==> config.mk <==
export PLATFORM = sky130hd
export DESIGN_NAME = fpu_add_arbiter
export DESIGN_NICKNAME = d
export VERILOG_FILES = /design/src/rtl/fpu_add_arbiter.sv
export SDC_FILE = /design/constraint.sdc
export NUM_CORES = 1
export LEC_CHECK = 0
export CAP_MARGIN = 20
export CELL_PAD_IN_SITES_DETAIL_PLACEMENT = 1
export CELL_PAD_IN_SITES_GLOBAL_PLACEMENT = 2
export CORE_ASPECT_RATIO = 0.8
export CORE_MARGIN = 2
export CORE_UTILIZATION = 22
export CTS_CLUSTER_DIAMETER = 100
export DETAILED_ROUTE_END_ITERATION = 8
export PLACE_DENSITY = 0.88
export SLEW_MARGIN = 40
export SYNTH_ARGS = -nofsm -noshare
export SYNTH_HDL_FRONTEND = slang
export SYNTH_SLANG_ARGS = --single-unit
export TNS_END_PERCENT = 10
==> constraint.sdc <==
create_clock -name clk -period 4.7 [get_ports clk]
set_input_delay 0.47 -clock clk [delete_from_list [all_inputs] [get_ports clk]]
set_output_delay 0.47 -clock clk [all_outputs]
set_load 0.005 [all_outputs]
==> src/rtl/fpu_add_arbiter.sv <==
// Round-robin front end that shares one combinational FP adder among NUM_REQ
// requesters. Only one operation is in flight at a time: IDLE grants and
// captures operands, OPER lets the adder settle, RESP holds the tagged sum
// until the consumer takes it.
module fpu_add_arbiter #(
    parameter int NUM_REQ = 4,
    parameter int ID_W    = $clog2(NUM_REQ),
    parameter int CNT_W   = 16
) (
    input  logic                    clk,
    input  logic                    n_rst,
    input  logic [NUM_REQ-1:0]      req_valid,
    input  logic [32*NUM_REQ-1:0]   req_data1,
    input  logic [32*NUM_REQ-1:0]   req_data2,
    output logic [NUM_REQ-1:0]      req_ready,
    output logic [31:0]             add_data1,
    output logic [31:0]             add_data2,
    input  logic [31:0]             add_result,
    output logic                    rsp_valid,
    input  logic                    rsp_ready,
    output logic [ID_W-1:0]         rsp_id,
    output logic [31:0]             rsp_result,
    output logic                    busy,
    output logic [CNT_W-1:0]        ops_done
);

    typedef enum logic [1:0] {
        IDLE = 2'd0,
        OPER = 2'd1,
        RESP = 2'd2
    } state_t;

    state_t             r_state;
    state_t             w_next;
    logic [ID_W-1:0]    r_ptr;
    logic [ID_W-1:0]    r_id;
    logic [ID_W-1:0]    r_rsp_id;
    logic [31:0]        r_op1;
    logic [31:0]        r_op2;
    logic [31:0]        r_res;
    logic [CNT_W-1:0]   r_cnt;

    logic               w_gnt_vld;
    logic [ID_W-1:0]    w_gnt;
    logic [ID_W-1:0]    w_idx;
    logic [ID_W+4:0]    w_sel;
    logic               w_accept;
    logic [ID_W-1:0]    w_ptr_next;

    // Round-robin pick: first valid requester at or above r_ptr, wrapping.
    // Scanning from the farthest offset down lets the nearest one win last.
    always_comb begin
        w_gnt_vld = 1'b0;
        w_gnt     = '0;
        w_idx     = '0;
        for (int k = NUM_REQ - 1; k >= 0; k--) begin
            w_idx = ID_W'((int'(r_ptr) + k) % NUM_REQ);
            if (req_valid[w_idx]) begin
                w_gnt_vld = 1'b1;
                w_gnt     = w_idx;
            end
        end
    end

    // Only IDLE accepts; ready is gated by reset so nothing leaks out while held.
    assign w_accept = (r_state == IDLE) && w_gnt_vld;

    // One-hot grant back to the chosen requester.
    always_comb begin
        req_ready = '0;
        if (n_rst && w_accept) begin
            req_ready[w_gnt] = 1'b1;
        end
    end

    // Bit offset of the granted operand slice (32 bits per requester).
    assign w_sel      = {w_gnt, 5'd0};
    assign w_ptr_next = (w_gnt == ID_W'(NUM_REQ - 1)) ? '0 : w_gnt + 1'b1;

    // Next-state logic.
    always_comb begin
        w_next = r_state;
        case (r_state)
            IDLE:    if (w_gnt_vld) w_next = OPER;
            OPER:    w_next = RESP;
            RESP:    if (rsp_ready) w_next = IDLE;
            default: w_next = IDLE;
        endcase
    end

    // State register.
    always_ff @(posedge clk or negedge n_rst) begin
        if (!n_rst) begin
            r_state <= IDLE;
        end else begin
            r_state <= w_next;
        end
    end

    // Operand capture, result capture and completion count; a reset drops
    // whatever was in flight without counting it.
    always_ff @(posedge clk or negedge n_rst) begin
        if (!n_rst) begin
            r_ptr    <= '0;
            r_id     <= '0;
            r_rsp_id <= '0;
            r_op1    <= '0;
            r_op2    <= '0;
            r_res    <= '0;
            r_cnt    <= '0;
        end else begin
            if (w_accept) begin
                r_op1 <= req_data1[w_sel +: 32];
                r_op2 <= req_data2[w_sel +: 32];
                r_id  <= w_gnt;
                r_ptr <= w_ptr_next;
            end
            // add_result is only trusted after a full cycle on stable operands.
            if (r_state == OPER) begin
                r_res    <= add_result;
                r_rsp_id <= r_id;
            end
            if ((r_state == RESP) && rsp_ready) begin
                r_cnt <= r_cnt + 1'b1;
            end
        end
    end

    assign add_data1  = r_op1;
    assign add_data2  = r_op2;
    assign rsp_valid  = (r_state == RESP);
    assign rsp_id     = r_rsp_id;
    assign rsp_result = r_res;
    assign busy       = (r_state != IDLE);
    assign ops_done   = r_cnt;

endmodule
Word-level counts from Yosys, hierarchy flattened
Index checks and enable logic that the tools add are counted.
Storage, ports and cells
  output and inout bits: 120
  flip-flop bits (word level): 120
  logic and storage cells: 56
Cells by class
  add/sub/neg operators: 5
  equal/unequal tests: 5
  reductions and logical operators: 7
  shift operators: 2
  $lt $le $gt $ge: 6
  multiplexer cells: 23
Operator list (number)
  $shiftx A128 B8 Y32: 2
  $add A16 B1 Y16 const B: 1
  $lt A2 B3 Y1 const B: 5
  $mux W2: 7
  $mux W1: 9
  $bmux W1 S2: 4
  $pmux W2 S3: 1
  $add A2 B1 Y2 const B: 2
  $add A2 B2 Y2 const B: 2
  $eq A2 B2 Y1 const B: 2
  $logic_and A1 B1 Y1: 4
  $mux W4: 1
  $demux W1 S2: 1
  $eq A2 B1 Y1 const B: 1
  $ge A2 B1 Y1 const B: 1
  $logic_not A2 Y1: 1
  $ne A2 B1 Y1 const B: 1
  $ne A2 B2 Y1 const B: 1
  $reduce_and A2 Y1: 1
  $reduce_bool A2 Y1: 1

Depth between registers and ports, before layout
Gate-level depths: netlist of run 1.
  depth in word-level cells: 12
  depth in mapped cells: 8
  mapped depth without buffers: 6

Worst setup path after synthesis of run 1
OpenSTA, ideal clock, no wires.
  path kind: input port to output port
  start point: input port req_valid[3]
  end point: output port req_ready[2]
  setup slack: 2.634 ns
  cell stages on the path: 5
  buffers on the path: 0
  data arrival time: 1.596 ns
  data required time: 4.230 ns
  cell sequence: nand2b_1 a211oi_1 nor2_1 ha_1 and3_1
Between the ends
  word-level cells in the longest chain between the ends: 11
  elaborated cells on any way between the ends: 24
RTL lines
  from (decl): line 12  | input logic [NUM_REQ-1:0] req_valid,
  $bmux W1 S2: line 58  | if (req_valid[w_idx]) begin
  $mux W1 (not written as such): line 58
  $mux W2 (4 in series): line 58
  $lt A2 B3 Y1 (not written as such) / $ge A2 B1 Y1 (equally long branches): line 72  | req_ready[w_gnt] = 1'b1;
  $logic_and A1 B1 Y1 (not written as such): line 72
  $mux W1 (not written as such): line 72
  $demux W1 S2: line 72
  $mux W4 *: line 71  | if (n_rst && w_accept) begin
  to (decl): line 15  | output logic [NUM_REQ-1:0] req_ready,
Every way passes the cells marked *; elsewhere a longest branch is shown, timed or not. The select of a mux whose other input is x is not followed.

Worst setup path in the final report of run 1
  start point: input port req_valid[1]
  end point: output port req_ready[2]
The elaborated chain is that of the path after synthesis.

==> results of run 1 <==
[stage by stage]
step | hold WS [ns] | instance area [um2] | total power, mW | std cells
floorplan | 0.174 | 6620 | 3.43 | 617
global placement | 0.390 | 11200 | 5.19 | 1363
detailed placement | 0.391 | 11200 | 5.30 | 1364
CTS | 0.482 | 11800 | 6.73 | 1396
global route | 0.512 | 11800 | 7.04 | 1397
finish | 0.480 | 11800 | 6.61 | 1397
[cells in the mapped netlist (all sizes together)]
master   count
o2bb2ai      1
ha           3
mux2i        1
nor3         4
nand2b       3
inv          3
a21o         2
nor2        10
xnor2       11
or2          1
nor2b        1
o21ai       67
a2bb2oi      1
dfrtp      120
xor2         4
mux2        99
a21oi       66
and2         1
nand3       69
and4         2
a211oi       1
and3         5
a221o       64
buf         19
nand2       16
or3          1
clkbuf      39
nor3b        1
nand4        2
[cells by family (layout without fill, tap and decap cells)]
group,count (synthesis),after routing
flops,120,120
other cells,0,1
xor+xnor,15,15
mux,100,100
compound gates,202,202
buf+inv,61,463
fa+ha+maj,3,3
simple gates,116,116
[layer usage]
metal | wire length, um | part of all wire
met5 | 0 | 0
met4 | 407 | 0.013
met3 | 2380 | 0.078
met2 | 15300 | 0.50
met1 | 12600 | 0.41
[layout make-up]
type                    instances  area, um2
inverters                       3       12.5
fillers                      3263      17600
multi-input cells             436       3420
diodes                          1       2.50
repair buffers                429       4280
flip-flops and latches        120       3000
clock inverters                13        168
well taps                     377        472
clock buffers                  18        439
[flip-flops by register name, indices dropped and copies added, names as in the netlist]
name        cells
add_data1      32
add_data2      32
ops_done       16
r_id            2
r_ptr           2
r_state         2
rsp_id          2
rsp_result     32
[what timing repair did]
| action | CTS | global route |
|---|---|---|
| setup endpoints to repair | 0 | 0 |
| hold buffers | 1 | 0 |
| endpoints found under the hold margin | 32 | 0 |
[critical path, delay by kind of cell]
kind / cells / cell delay (ns)
buf+inv: 3 / 1.19
compound gates: 1 / 0.09
fa+ha+maj: 1 / 0.23
simple gates: 3 / 0.82
[power groups by stage]
| stage | clock, mW | combinational, mW | sequential [mW] |
|---|---|---|---|
| 5_1_grt | 1.48 | 3.69 | 1.87 |
| 3_3_place_gp | 0 | 3.39 | 1.80 |
| 3_5_place_dp | 0 | 3.48 | 1.82 |
| 6_report | 1.38 | 3.42 | 1.81 |
| 2_1_floorplan | 0 | 1.63 | 1.80 |
| 4_1_cts | 1.43 | 3.48 | 1.81 |
[worst paths after layout]
path | start | slack, ns | endpoint | cells after the start
setup / recovery | req_valid[1] | 1.43 | req_ready[2] | 8
max in group asynchronous | n_rst | 2.55 | add_data1[7] | 4
hold reg to reg | ops_done[15] | 0.48 | ops_done[15] | 1
hold / removal | ops_done[15] | 0.48 | ops_done[15] | 1
setup reg to reg | r_state[0] | 1.95 | add_data1[29] | 6
min in group asynchronous | n_rst | 0.55 | add_data2[7] | 2
==> flow_metrics.tcl, run 1 <==
set metrics [dict create \
    outcome "complete, no violations" \
    clockBufferDepth 2 \
    syn_nets 915 \
    drt_first_pass_iters 4 \
    cts_tree "done" \
    die-area_um2 31500 \
    vias 6828 \
    met1_usage 0.233 \
    synth_top_family_by_area "compound AO/OA/AOI/OAI gates" \
    synth_compound_area_frac 0.206 \
    fin_setup_tns_ns 0 \
    cp.arrival_ns 2.80 \
    clk-insertion-delay-late_ns 0.41 \
    wl_per_cell_um 22.0 \
    ys_seq_elements 120 \
    numCtsBuffers 17 \
    synthCells 617 \
    synth.cell_area_um2 6620 \
    fin_crit_ns 3.27 \
    die_x_um 198 \
    crit_slowest_cell "clkdlybuf4s50_1" \
    vias_per_cell 4.89 \
    yosys.area_share.xor_xnor 0.0198 \
    syn_to_final_growth_pct 78.2 \
    grt_overflow 0 \
    io_pins 415 \
    synth_area_per_cell_um2 10.7 \
    switching_share 0.355 \
    die_y_um 159 \
    maxCapViolations 0 \
    row_count 56 \
    timing.critical_path.cells "clkdlybuf4s50_1 -> nor3b_1 -> a211oi_1 -> buf_4 -> nor2_1 -> ha_1 -> and3_1 -> clkdlybuf4s50_1" \
    synthTopCellsByArea "dfrtp_1 (45%), mux2_2 (12%), a221o_1 (9.7%), mux2_4 (5.9%), nand3_1 (5.2%)" \
    p_per_area_nw_per_um2 561 \
    slew_headroom 0.498 \
    seq_power_share 0.274 \
    fin_ws_ns 1.43 \
    critPathMaxStageDelay_ns 0.52 \
    io_buffers 414 \
    final_core_utilization 0.401 \
    htree_levels 4 \
    grt_max_degree 65 \
    final_max_slew_viol_count 0 \
    use_met3 0.0591 \
    cts_setup_buffers 0 \
    muxShareOfSynthArea 0.185 \
    synth_cell_types 38 \
    end_kind "output pin" \
    numClockSinks 120 \
    core-area_um2 29400 \
    synthSimpleGateAreaFrac 0.0892 \
    grt_pass1_wl_um 46100 \
    cp_max_fo 5 \
    synth_top_area_frac 0.454 \
    drtAntennaViolNets 0 \
    hpwl_um 22400 \
    worst_slew_pin_slew_ns 0.753 \
    final_common_cell "clkdlybuf4s50_1" \
    start_kind "primary input" \
    final_hold_viol_count 0 \
    place.gp.congestion 0.809 \
    nNetsFinal 1305 \
    switchingPower_mw 2.35 \
    start_util 0.225 \
    internal_power_mw 4.27 \
    busiest_layer "met2" \
    fin_skew_ns 0.00720 \
    yosysWarnings 0 \
    antenna_found_initial 1 \
    hold_class "reg2reg" \
    leakage_nw 4.69 \
    cp_common_cell "clkdlybuf4s50_1" \
    fin_crit_sh 0.696 \
    drt_iter0_drc 183 \
    grt_use_total 0.194 \
    cp.required_ns 4.23 \
    met2_usage 0.339 \
    synth_top_area_cell "dfrtp_1" \
    clkPwrFrac 0.209 \
    ir_worst_vdd_uv 211 \
    clk_pin_slew_ns 0.06 \
    critPathKind "in2out" \
    comb_power_share 0.517 \
    seq_area_frac_synth 0.454 \
    final-setup-viol-count 0 \
    cts_root_buffer "clkbuf_16" \
    drive_above_1_share 0.155 \
    clock.fmax_mhz 306 \
    cts_resized 0 \
    layout_common_cells "clkdlybuf4s50_1 (413), dfrtp_1 (120), mux2_2 (72)" \
    grt_pass1_vias 7431 \
    post-route-drc-count 0 \
    dp_slack_ns 1.13 \
    rsz0062_at_grt "false" \
    synthAdderAreaFrac 0.00567 \
    drt_wl_total_um 30700 \
]
Note: power is estimated with default switching activity, not from simulation.
==> run 2: changes to the inputs <==
- CORE_UTILIZATION: 22 -> 19
- PLACE_DENSITY: 0.88 -> 0.81
- clock period: 4.7 -> 2.6 ns (I/O delays scaled with it)
==> run 2 against run 1 <==
Clock skew up 0.0013 ns. Sequential share of layout area shrank 0.90 points. Largest power group unchanged. Routed wire length up 4.8%. Critical endpoint is now req_ready[3]. Largest cell class unchanged. Cell count rose by 8.9%.
==> flow_metrics.tcl, run 2 (same netlist as run 1, synthesis figures left out) <==
set metrics [dict create \
    leakage_nw 4.88 \
    htree_levels 4 \
    fin_area_um2 12200 \
    timing.critical_path.cells "mux2i_4 -> o2bb2ai_4 -> nor2_4 -> ha_1 -> and3_1 -> clkdlybuf4s50_1" \
    worst_slew_pin_slew_ns 0.685 \
    multiInputGateArea_um2 3440 \
    drt_first_pass_iters 4 \
    grt_use_total 0.176 \
    syn_to_final_growth_pct 84.8 \
    fin_skew_ns 0.00853 \
    clk_pin_slew_ns 0.07 \
    clockBufferDepth 2 \
    die_y_um 171 \
    ir_worst_vdd_uv 477 \
    clock.fmax_mhz 392 \
    io_pins 415 \
    final-setup-viol-count 0 \
    numClockSinks 120 \
    drive_above_1_share 0.180 \
    cp.required_ns 2.34 \
    fin_setup_tns_ns 0 \
    final_common_cell "clkdlybuf4s50_1" \
    critPathKind "reg2out" \
    fill_cells 3835 \
    end_kind "output pin" \
    grt_overflow 0 \
    start_kind "flop" \
    cts_root_buffer "clkbuf_16" \
    cts_tree "done" \
    maxCapViolations 0 \
    crit_slowest_cell "clkdlybuf4s50_1" \
    hold_class "in2async" \
    placed_cell_area_um2 11500 \
    vias 6914 \
    fin_crit_ns 2.55 \
    cp_max_fo 6 \
    die-area_um2 36400 \
    layout_common_cells "clkdlybuf4s50_1 (410), dfrtp_1 (119), mux2_2 (72)" \
    critPathMaxStageDelay_ns 0.51 \
    grt_max_degree 69 \
    post-route-drc-count 0 \
    grt_pass1_wl_um 47000 \
    reg2reg_depth 9 \
    core-area_um2 34600 \
    rsz0062_at_grt "true" \
    start_util 0.191 \
    drt_wl_total_um 32200 \
    nNetsFinal 1329 \
    p_per_area_nw_per_um2 1000 \
    row_count 61 \
    final_hold_viol_count 0 \
    slew_headroom 0.543 \
    cp.arrival_ns 2.29 \
    vias_per_cell 4.54 \
    hpwl_um 23300 \
    io_buffers 414 \
    clk-insertion-delay-late_ns 0.42 \
    grt_pass1_vias 7506 \
    ff_latch_area_um2 3000 \
    finalPower_mw 12.2 \
    fin_crit_sh 0.981 \
    outcome "complete, no violations" \
    drtAntennaViolNets 0 \
    final_max_slew_viol_count 0 \
    place.gp.congestion 0.778 \
    die_x_um 213 \
    numCtsBuffers 17 \
    wl_per_cell_um 21.2 \
    antenna_found_initial 5 \
    drt_iter0_drc 200 \
]
==> run 2: changes by cell type in the layout (fill, tap and decap cells not counted), moves of 2 or more <==
cell,change
clkinv_8,+2
diode_2,+5
bufinv_16,-3
dlymetal6s2s_1,+2
clkdlybuf4s50_1,-3
buf_4,+14
inv_8,+5
clkinv_2,-3
buf_12,+10
==> run 2: worst paths after layout <==
check | to | startpoint | slack [ns]
worst min register to register | r_id[1] | r_id[1] | 0.48
worst max-delay path | req_ready[3] | r_ptr[1] | 0.05
min in group clk | rsp_result[7] | add_result[7] | 0.45
worst min-delay path | ops_done[5] | n_rst | 0.02
worst max register to register | add_data1[1] | r_ptr[0] | 0.26
max in group asynchronous | add_data1[4] | n_rst | 1.66
==> run 2: report_power, final <==
part | internal [mW] | switching (mW) | total [mW]
Clock | 1.28 | 1.10 | 2.39
Combinational | 3.71 | 2.89 | 6.60
Sequential | 2.73 | 0.514 | 3.24
Total | 7.72 | 4.51 | 12.2
==> run 2: final cells by class <==
cell class	count	share of cell area
timing repair buffer	453	0.375
multi-input combinational	436	0.281
sequential	120	0.246
tap	472	0.0483
clock buffer	17	0.0348
clock inverter	15	0.0127
inverter	3	0.00133
antenna	6	0.00123
==> run 2: timing repair <==
item | in CTS | in global routing
setup buffers | 4 | 0
endpoints found under the setup margin | 4 | 3
gates resized for setup | 7 | 4
pin swaps | 2 | 1
hold endpoints to repair | 28 | 0
hold buffers | 3 | 0
==> run 2: metal layers <==
metal  global-route usage  part of all wire  up-vias
met1                0.207              0.41     3419
met3               0.0584             0.080       28
met2                0.300              0.49      285
li1                     -                 -     3182
met4               0.0581             0.020        0
met5                    0                 0        -
==> run 2: stage by stage <==
stage	hold WS, ns	utilization	instances	setup WS [ns]
2_1_floorplan	-0.0356	-	617	0.581
3_3_place_gp	0.194	0.333	1476	-0.313
3_5_place_dp	0.194	0.333	1477	-0.387
4_1_cts	0.0454	0.353	1516	-0.0139
5_1_grt	0.0649	0.354	1521	-0.0651
6_report	0.0216	0.354	1522	0.0489
==> run 2: worst max-delay path, delay by kind of cell (launching register included) <==
family	cells	cell delay (ns)
compound gates	1	0.15
fa+ha+maj	1	0.17
buf+inv	1	0.51
flops	1	0.47
mux	1	0.22
simple gates	2	0.34
==> run 3: changes to the inputs <==
- CORE_UTILIZATION: 19 -> 21
- PLACE_DENSITY: 0.81 -> default
- PLACE_DENSITY_LB_ADDON: default -> 0.1
- clock period: 2.6 -> 2.8 ns (I/O delays scaled with it)
==> run 3 against run 2 <==
Critical path depth unchanged. Via count down 2.6%. Hold slack better by 0.32 ns. Critical endpoint is now req_ready[2]. Flip-flop and latch count unchanged. Routed wire length up 0.54%. Die area down 9.3%. Clock skew up 0.00080 ns. Sequential power down 6.8%. Sequential share of layout area up 0.52 points. Largest power group unchanged. Count of clock-buffer cells in the layout unchanged. Largest cell class unchanged. Highest routed layer is now met5. Core utilization up 3.0 points.
==> flow_metrics.tcl, run 3 (same netlist as run 1, synthesis figures left out) <==
set metrics [dict create \
    fin_crit_sh 0.953 \
    fin_setup_tns_ns 0 \
    drt_iter0_drc 239 \
    vias 6736 \
    cts_root_buffer "clkbuf_16" \
    grt_pass1_vias 7558 \
    switching_share 0.355 \
    cp.required_ns 2.52 \
    layout_common_cells "clkdlybuf4s50_1 (412), dfrtp_1 (118), mux2_2 (72)" \
    clk-insertion-delay-late_ns 0.43 \
    ir_worst_vdd_uv 390 \
    final-setup-viol-count 0 \
    place.gp.congestion 0.765 \
    numClockSinks 120 \
    drt_first_pass_iters 4 \
    critPathMaxStageDelay_ns 0.51 \
    io_pins 415 \
    drive_above_1_share 0.164 \
    start_util 0.212 \
    critPathKind "reg2out" \
    grt_pass1_wl_um 48600 \
    drt_wl_total_um 32400 \
    grt_use_total 0.199 \
    dp_slack_ns -0.0364 \
    io_buffers 414 \
    multiInputGateArea_um2 3430 \
    grt_overflow 0 \
    fin_ws_ns 0.131 \
    timing.critical_path.cells "nor3b_2 -> a211oi_2 -> nor2_2 -> ha_1 -> and3_1 -> clkdlybuf4s50_1" \
    clk_pin_slew_ns 0.06 \
    worst_slew_pin_slew_ns 0.717 \
    clock.fmax_mhz 375 \
    cp.arrival_ns 2.39 \
    fin_crit_ns 2.67 \
    clkPwrFrac 0.200 \
    leakage_nw 4.74 \
    p_per_area_nw_per_um2 930 \
    syn_to_final_growth_pct 81.0 \
    nNetsFinal 1308 \
    comb_power_share 0.529 \
    hpwl_um 23000 \
    fill_cells 3458 \
    drtAntennaViolNets 0 \
    seq_power_share 0.271 \
    post-route-drc-count 0 \
    crit_slowest_cell "clkdlybuf4s50_1" \
    htree_levels 4 \
    die_x_um 203 \
    internal_power_mw 7.19 \
    final_hold_viol_count 0 \
    grt_max_degree 107 \
    rsz0062_at_grt "false" \
    switchingPower_mw 3.95 \
    clockBufferDepth 2 \
    end_kind "output pin" \
    ff_latch_area_um2 3010 \
    final_max_slew_viol_count 0 \
    die-area_um2 33000 \
    final_common_cell "clkdlybuf4s50_1" \
    row_count 58 \
    start_kind "flop" \
    cts_setup_buffers 0 \
    cp_max_fo 6 \
    hold_class "in2async" \
    fin_skew_ns 0.00933 \
    wl_per_cell_um 22.3 \
    cts_tree "done" \
    slew_headroom 0.522 \
    outcome "complete, no violations" \
    antenna_found_initial 8 \
    vias_per_cell 4.65 \
    core-area_um2 31200 \
    die_y_um 163 \
    final_core_utilization 0.384 \
    maxCapViolations 0 \
    numCtsBuffers 17 \
]
## run 3: cell types whose count changed in the layout (fill, tap and decap cells not counted), sizes merged
cell           previous run  this run
bufinv                    0         2
clkinvlp                  3         4
clkdlybuf4s50           410       412
dlymetal6s2s              2         1
dlygate4sd2               1         0
buf                      38        18
inv                      12         5
dlygate4sd3               2         1
diode                     6         7
clkinv                    3         7
## run 3: layout make-up
type,instances,area share
Sequential cell,120,0.251
Clock inverter,15,0.0128
Tap cell,420,0.0439
Multi-Input combinational cell,436,0.286
Antenna cell,7,0.00146
Inverter,3,0.00115
Timing Repair Buffer,432,0.368
Clock buffer,17,0.0355
## run 3: critical path: cells and delay by family, from the launching register on
family,cells,cell delay [ns]
compound gates,1,0.07
buf+inv,1,0.51
simple gates,3,0.70
flops,1,0.48
fa+ha+maj,1,0.21
## run 3: metal layers
layer / track usage / share of wire / routed length [um]
met4: 0.0697 / 0.020 / 654
met1: 0.241 / 0.42 / 13500
met2: 0.325 / 0.48 / 15500
met5: 0 / 0.00083 / 27
met3: 0.0728 / 0.084 / 2730
## run 3: path summary, 6_finish.rpt
check                         startpoint        endpoint  slack (ns)  depth (start not counted)
max in group asynchronous          n_rst  rsp_result[13]        1.58                          3
setup reg to reg                r_ptr[1]    add_data2[6]        0.57                          6
min in group clk           add_result[4]   rsp_result[4]        0.47                          2
hold reg to reg                  r_id[1]         r_id[1]        0.48                          2
setup / recovery                r_ptr[0]    req_ready[2]        0.13                          6
hold / removal                     n_rst  rsp_result[31]        0.34                          2
## run 3: power groups by stage
stage	clock (mW)	sequential, mW	combinational, mW
after detailed placement	0	3.02	6.02
after floorplan	0	3.02	2.74
after CTS	2.30	3.02	6.04
after global placement	0	3.01	5.96
after global routing	2.39	3.13	6.41
final	2.23	3.02	5.90
## run 3: metrics by stage
step / total power [mW] / std cells / cell area, um2 / hold slack (ns)
after floorplan: 5.76 / 617 / 6620 / -0.0156
after global placement: 8.98 / 1410 / 11300 / 0.141
after detailed placement: 9.04 / 1410 / 11300 / 0.138
after CTS: 11.4 / 1443 / 11900 / 0.347
after global routing: 11.9 / 1449 / 12000 / 0.354
final: 11.1 / 1450 / 12000 / 0.344
## run 3: what timing repair did
item / 4_1_cts / 5_1_grt
endpoints found under the setup margin: 2 / 4
hold buffers: 1 / 0
gates cloned: 0 / 0
resized for setup: 4 / 5
endpoints found under the hold margin: 14 / 0
